===== config.mk =====
export PLATFORM = sky130hd
export DESIGN_NAME = lsu
export DESIGN_NICKNAME = d
export VERILOG_FILES = /design/src/rtl/lsu.sv
export SDC_FILE = /design/constraint.sdc
export NUM_CORES = 1
export LEC_CHECK = 0
export ABC_AREA = 0
export CAP_MARGIN = 20
export CORE_MARGIN = 8
export CORE_UTILIZATION = 47
export CTS_BUF_LIST = sky130_fd_sc_hd__clkbuf_4 sky130_fd_sc_hd__clkbuf_8 sky130_fd_sc_hd__clkbuf_16
export DETAILED_ROUTE_END_ITERATION = 10
export HOLD_SLACK_MARGIN = 0.08
export PLACE_DENSITY = 0.95
export SLEW_MARGIN = 20
export SYNTH_ARGS = -nofsm -noshare
export SYNTH_HDL_FRONTEND = slang
export SYNTH_SLANG_ARGS = --single-unit

===== constraint.sdc =====
create_clock -name clk -period 3.7 [get_ports clk]
set_input_delay 1.11 -clock clk [delete_from_list [all_inputs] [get_ports clk]]
set_output_delay 1.11 -clock clk [all_outputs]
set_load 0.01 [all_outputs]

===== src/rtl/lsu.sv =====
// Load/store unit for the RV32I memory stage: one outstanding valid/ready
// transaction on the data port, store lane steering and load extension.
module lsu #(
    parameter int XLEN = 32
) (
    input  logic            clk,
    input  logic            rst,
    input  logic            ex_valid,
    output logic            ex_ready,
    input  logic            ex_is_load,
    input  logic            ex_is_store,
    input  logic [2:0]      ex_funct3,
    input  logic [XLEN-1:0] ex_addr,
    input  logic [XLEN-1:0] ex_store_data,
    input  logic [4:0]      ex_rd,
    output logic            dmem_req_valid,
    input  logic            dmem_req_ready,
    output logic [XLEN-1:0] dmem_addr,
    output logic            dmem_we,
    output logic [3:0]      dmem_wstrb,
    output logic [XLEN-1:0] dmem_wdata,
    input  logic            dmem_rsp_valid,
    input  logic [XLEN-1:0] dmem_rdata,
    output logic            wb_valid,
    output logic [4:0]      wb_rd,
    output logic [XLEN-1:0] wb_data,
    output logic            exc_valid,
    output logic            exc_is_store,
    output logic [XLEN-1:0] exc_addr,
    output logic            busy
);

    typedef enum logic [1:0] {IDLE, REQ, WAIT} state_t;

    state_t            state, state_next;
    logic              accept, misaligned, rsp_take;
    logic [XLEN-1:0]   addr_q, data_q, lane, load_ext;
    logic [2:0]        funct3_q;
    logic [4:0]        rd_q;
    logic              store_q;

    assign accept   = ex_valid && ex_ready && (ex_is_load || ex_is_store);
    assign rsp_take = (state == WAIT) && dmem_rsp_valid;

    // funct3[1:0]==11 falls into the word case, like 10.
    always_comb begin
        case (ex_funct3[1:0])
            2'b00:   misaligned = 1'b0;
            2'b01:   misaligned = ex_addr[0];
            default: misaligned = |ex_addr[1:0];
        endcase
    end

    // NOTE: sequential state is written with <= so every flop samples pre-edge values.
    always_ff @(posedge clk) begin
        if (rst) state <= IDLE;
        else     state <= state_next;
    end

    always_comb begin
        // NOTE: the default assignment first keeps this combinational block latch-free.
        state_next = state;
        case (state)
            IDLE:    if (accept && !misaligned) state_next = REQ;
            REQ:     if (dmem_req_ready) state_next = store_q ? IDLE : WAIT;
            WAIT:    if (dmem_rsp_valid) state_next = IDLE;
            default: state_next = IDLE;
        endcase
    end

    always_comb begin
        ex_ready       = (state == IDLE) && !rst;
        busy           = (state != IDLE);
        dmem_req_valid = (state == REQ);
        dmem_we        = (state == REQ) && store_q;
        dmem_wstrb     = 4'b0000;
        if ((state == REQ) && store_q) begin
            case (funct3_q[1:0])
                2'b00:   dmem_wstrb = 4'b0001 << addr_q[1:0];
                2'b01:   dmem_wstrb = 4'b0011 << addr_q[1:0];
                default: dmem_wstrb = 4'b1111;
            endcase
        end
    end

    assign dmem_addr = {addr_q[XLEN-1:2], 2'b00};

    always_comb begin
        case (funct3_q[1:0])
            2'b00:   dmem_wdata = {4{data_q[7:0]}};
            2'b01:   dmem_wdata = {2{data_q[15:0]}};
            default: dmem_wdata = data_q;
        endcase
    end

    // Load extraction: bring the addressed byte/half down to lane 0, then extend.
    assign lane = dmem_rdata >> {addr_q[1:0], 3'b000};

    always_comb begin
        case (funct3_q[1:0])
            2'b00:   load_ext = funct3_q[2] ? {24'b0, lane[7:0]}  : {{24{lane[7]}}, lane[7:0]};
            2'b01:   load_ext = funct3_q[2] ? {16'b0, lane[15:0]} : {{16{lane[15]}}, lane[15:0]};
            default: load_ext = lane;
        endcase
    end

    always_ff @(posedge clk) begin
        if (rst) begin
            addr_q       <= '0;
            data_q       <= '0;
            funct3_q     <= '0;
            rd_q         <= '0;
            store_q      <= 1'b0;
            exc_valid    <= 1'b0;
            exc_is_store <= 1'b0;
            exc_addr     <= '0;
            wb_valid     <= 1'b0;
            wb_rd        <= '0;
            wb_data      <= '0;
        end else begin
            if (accept && !misaligned) begin
                addr_q   <= ex_addr;
                data_q   <= ex_store_data;
                funct3_q <= ex_funct3;
                rd_q     <= ex_rd;
                store_q  <= ex_is_store;
            end
            exc_valid <= accept && misaligned;
            if (accept && misaligned) begin
                exc_addr     <= ex_addr;
                exc_is_store <= ex_is_store;
            end
            wb_valid <= rsp_take;
            if (rsp_take) begin
                wb_data <= load_ext;
                wb_rd   <= rd_q;
            end
        end
    end

endmodule

## Yosys cells after proc, flatten, opt, wreduce, memory -nomap -nowiden

Index checks and enable logic that the tools add are counted.

- Logic and storage cells: 50
- Latch bits: 0
- RAM bits: 0
- Flip-flop bits (word level): 147
- ROM bits: 0
- Memories kept: 0
- Output and inout bits: 144
- Input bits: 111

- $lt $le $gt $ge: 0
- Add/sub/neg operators: 0
- Div/mod/pow operators: 0
- Bitwise operators: 0
- Multiplexer cells: 12
- Shift-type cells: 3
- Equality and inequality tests: 7
- Multipliers: 0
- Reduce and logical (&&, ||, !) cells: 16

Operators by type and width:

| kind | number |
|---|---|
| case mux 32 bit (2 select lines) | 2 |
| two-way mux 32 bit | 2 |
| >> shifter 32 x 5 -> 32 bit | 1 |
| two-way mux 2 bit | 4 |
| case mux 4 bit (2 select lines) | 1 |
| logical AND 1 bit | 7 |
| equality test 2 x 1 -> 1 bit, second input constant | 3 |
| zero test 2 bit | 3 |
| case mux 2 bit (3 select lines) | 1 |
| two-way mux 4 bit | 1 |
| != test 2 bit, second input constant | 2 |
| left shift 1 x 2 -> 4 bit, first input constant | 1 |
| left shift 2 x 2 -> 4 bit, first input constant | 1 |
| AND reduction 3 bit | 1 |
| equality test 2 bit, second input constant | 1 |
| zero test 1 bit | 2 |
| != test 2 x 1 -> 1 bit, second input constant | 1 |
| case mux 1 bit (2 select lines) | 1 |
| nonzero test 2 bit | 1 |
| OR reduction 2 bit | 1 |
| logical OR 1 bit | 1 |

## Logic depth before layout (Yosys ltp)

- Depth in word-level cells: 7
- Mapped depth: 7

## Worst setup path before layout

OpenSTA, ideal clock, no wires.

- Path type: input-to-output
- Start point: in rst
- End point: out ex_ready
- Stages on the path: 2
- Path slack: 1.098 ns
- Path buffers: 1
- Data arrival time: 1.492 ns
- Path through: clkbuf_1 > nor3_2

- Longest elaborated chain between the ends: 2

Ends and longest elaborated chain:

| what | RTL line | text |
|---|---|---|
| from (decl) | 7 | `input logic rst,` |
| zero test 1 bit | 72 | `ex_ready = (state == IDLE) && !rst;` |
| logical AND 1 bit | 72 |  |
| to (decl) | 9 | `output logic ex_ready,` |

Every way passes these cells.

## Final worst setup path

- Start point: reg funct3_q[0]
- End point: out dmem_wdata[25]

- Longest elaborated chain between the ends: 2

Ends and longest elaborated chain:

| what | RTL line | text |
|---|---|---|
| from (decl) | 38 | `logic [2:0] funct3_q;` |
| from (signal assigned) | 124 | `funct3_q <= ex_funct3;` |
| equality test 2 x 1 -> 1 bit or zero test 2 bit (tied branches) | 89 | `case (funct3_q[1:0])` |
| case mux 32 bit (2 select lines) * | 89 |  |
| to (decl) | 21 | `output logic [XLEN-1:0] dmem_wdata,` |

Mark *: on every way between the ends. The rest lies on a longest branch, timed or not.

==> reports/qor.txt <==
Area after DPL = 8740 sq um
Die Ht = 133 microns
Share of the yosys chip area belonging to registers = 46.0%
Clock slew at reported path FFs = 0.06 ns
GRT busiest layer = met2
Clk_lat worst skew = 0.42 ns
CTS tree = done
Nets = 1,070
Area Overhead vs Synth = 46.3%
Multi-input gate area = 2880 sq um
CP max stage cell = dfxtp_1
Part of the power in combinational logic = 11.6%
Port bufs = 252
Worst-case clock buffer depth = 2
Final hold violation count = 0
Critical path type = flop to output port
Setup TNS Final = 0 ns
Layout cells sized above 1 = 8.44%
CTS Hold Bufs = 0
Sw Pwr = 884 uW
Result of the run = finished, final reports clean
Post-route minimum period = 3.38 ns
Final Non-Filler Cells = 1,148
Routed WL = 20,800 microns
DIE WIDTH = 133 microns
Switching Share = 22.6%
Max-cap violations = 0
Worst setup EP type = output port
Wire per inst = 18.1 microns
GRT Residual Overflow = 0
Grt met3 use = 8.48%
Vias = 6,014
Synth Area per Inst = 8.33 sq um
Max-slew headroom = 50.8%
Hold Path Class = flop to flop
Die area = 17,600 sq um
# fillers = 973
Power Density = 417 nW/um^2
Dpl hpwl = 15,000 microns
Leak = 0.00323 uW
Slowest stage delay, CP = 0.61 ns
Max rail drop VDD = 393 uV
Clock share of power = 45.9%
Library cells used by synthesis = 38
Fmax = 296 MHz
Setup Skew = 0.0126 ns
Clk sinks = 147
Cells after Synth = 768
Worst setup SP type = flop
Yosys warns = 0
Placed cell count = 1,116
Vias in the first global route = 6,082
RSZ-0062 raised after global routing = false
Crit Path Max Fanout = 11
Largest net degree at the start of global routing = 74
Routability Congestion = 0.869
# diodes = 0
Setup bufs post-CTS = 0
Tcrit/Tclk final = 91.4%
H-Tree Depth = 4
# setup viols final = 0
Data arrival, critical path = 2.27 ns
Clock Tree Root = clkbuf_16
Top FF cell, synth = dfxtp_1
Final Power = 3900 uW
First-pass GRT wire length = 32,700 microns
Initial antenna violation count = 0
P_int = 3020 uW
Post-synth ARST share = 0%
Count of state elements after synthesis = 147
Worst-margin pin slew = 0.738 ns
GRT Overall Usage = 23.0%
Final instance area = 9360 sq um
M1 GR Usage = 25.7%
Flop pwr share = 42.4%
Number of remaining DRC errors = 0
First drt pass iteration count = 5
GR Layer Usage met2 = 38.9%
Starting DRT DRC Count = 540
Routed vias/inst = 5.24
Number of flops mapped to enable cells by yosys = 0
Register Area = 2940 sq um
Critical Path RT = 2.59 ns
CP cell instances = buf_4 > mux2i_1 > o21ai_0 > clkdlybuf4s50_1
Num CTS Buffers = 17
Io pins = 255
DRT antenna net count = 0
Max-slew violations = 0
Initial Util = 48.1%
Mapped Area = 6400 sq um
Core area = 13,300 sq um
Post_cts resized = 0
# rows = 42
placed cells by master, fill, tap and decap left out, drive strengths merged, types with 2 or more instances in the layout:
cell           count
o21a               2
or2                2
clkbuf            23
nand3             15
nand2            200
clkdlybuf4s50    251
a21oi             99
nor2              58
nand3b             2
dfxtp            147
conb               2
clkinv             7
buf               18
mux2              24
a211oi            16
o21ai             19
a22o               7
nor2b              3
mux2i             57
bufinv             3
inv                2
sequential cells by signal, summed over array words and instances (netlist names):
signal	cells
exc_addr	32
rd_q	5
store_q	1
wb_valid	1
addr_q	32
wb_data	32
exc_valid	1
wb_rd	5
exc_is_store	1
funct3_q	3
data_q	32
state	2
cell usage after synthesis (2+ instances only):
cell type / number / share of area, %
nand3b_1: 2 / 0.23
nor2b_1: 2 / 0.20
or2_2: 2 / 0.20
o21ai_0: 18 / 1.4
inv_1: 2 / 0.12
a22o_1: 7 / 0.96
nor2_1: 58 / 3.4
buf_6: 4 / 0.70
nand2_1: 200 / 12
a211oi_1: 16 / 1.9
nand3_1: 15 / 1.2
clkinv_1: 2 / 0.12
dfxtp_1: 147 / 46
clkbuf_1: 32 / 1.9
buf_1: 6 / 0.35
a21oi_1: 99 / 7.7
buf_4: 40 / 4.7
o21a_1: 2 / 0.23
buf_2: 16 / 1.3
mux2i_1: 57 / 8.9
mux2_2: 24 / 4.2
logic make-up after synthesis:
| logic type | after synthesis | share of synthesized area (%) |
|---|---|---|
| simple gates | 286 | 18.0 |
| compound gates | 149 | 13.2 |
| flops | 147 | 46.0 |
| buf+inv | 102 | 9.11 |
| mux | 82 | 13.5 |
| xor+xnor | 1 | 0.137 |
| other cells | 1 | 0.0586 |
metrics by stage:
stage                     hold slack, ns  setup WS, ns  utilization [%]
after floorplan                    0.432          1.10                -
after global placement             0.437         0.511             65.7
after detailed placement           0.446         0.484             65.7
after CTS                          0.454         0.315             70.4
after global routing               0.474         0.195             70.4
final                              0.452         0.319             70.4
power by group through the flow:
stage / Combinational (uW) / Clock [uW] / Sequential [uW]
floorplan: 207 / 0 / 1690
global placement: 444 / 0 / 1690
detailed placement: 452 / 0 / 1690
CTS: 455 / 1820 / 1660
global route: 486 / 1900 / 1660
finish: 455 / 1790 / 1660
worst max-delay path, delay by kind of cell (launching register included):
| kind | cells | cell delay [ns] |
|---|---|---|
| buf+inv | 2 | 0.90 |
| flops | 1 | 0.61 |
| compound gates | 1 | 0.24 |
| mux | 1 | 0.10 |
per-layer routing:
layer / share of wire, % / vias to the layer above / wire, microns
met2: 49 / 272 / 10200
li1: - / 2909 / -
met3: 9.7 / 31 / 2030
met5: 0 / - / 0
met1: 39 / 2802 / 8100
met4: 2.1 / 0 / 446
cell type report:
class / count / area share [%]
tap: 176 / 2.35
inverter: 4 / 0.160
timing repair buffer: 269 / 28.7
clock inverter: 9 / 1.35
clock buffer: 23 / 5.29
multi-input combinational: 520 / 30.7
sequential: 147 / 31.4
worst paths after layout:
check | startpoint | endpoint | slack [ns] | cells past startpoint
min | wb_rd[0] | wb_rd[0] | 0.45 | 2
max reg2reg | addr_q[1] | wb_data[14] | 1.57 | 5
max | funct3_q[0] | dmem_wdata[25] | 0.32 | 4
min reg2reg | wb_rd[0] | wb_rd[0] | 0.45 | 2
No activity file was read; power rests on OpenSTA's default activity.
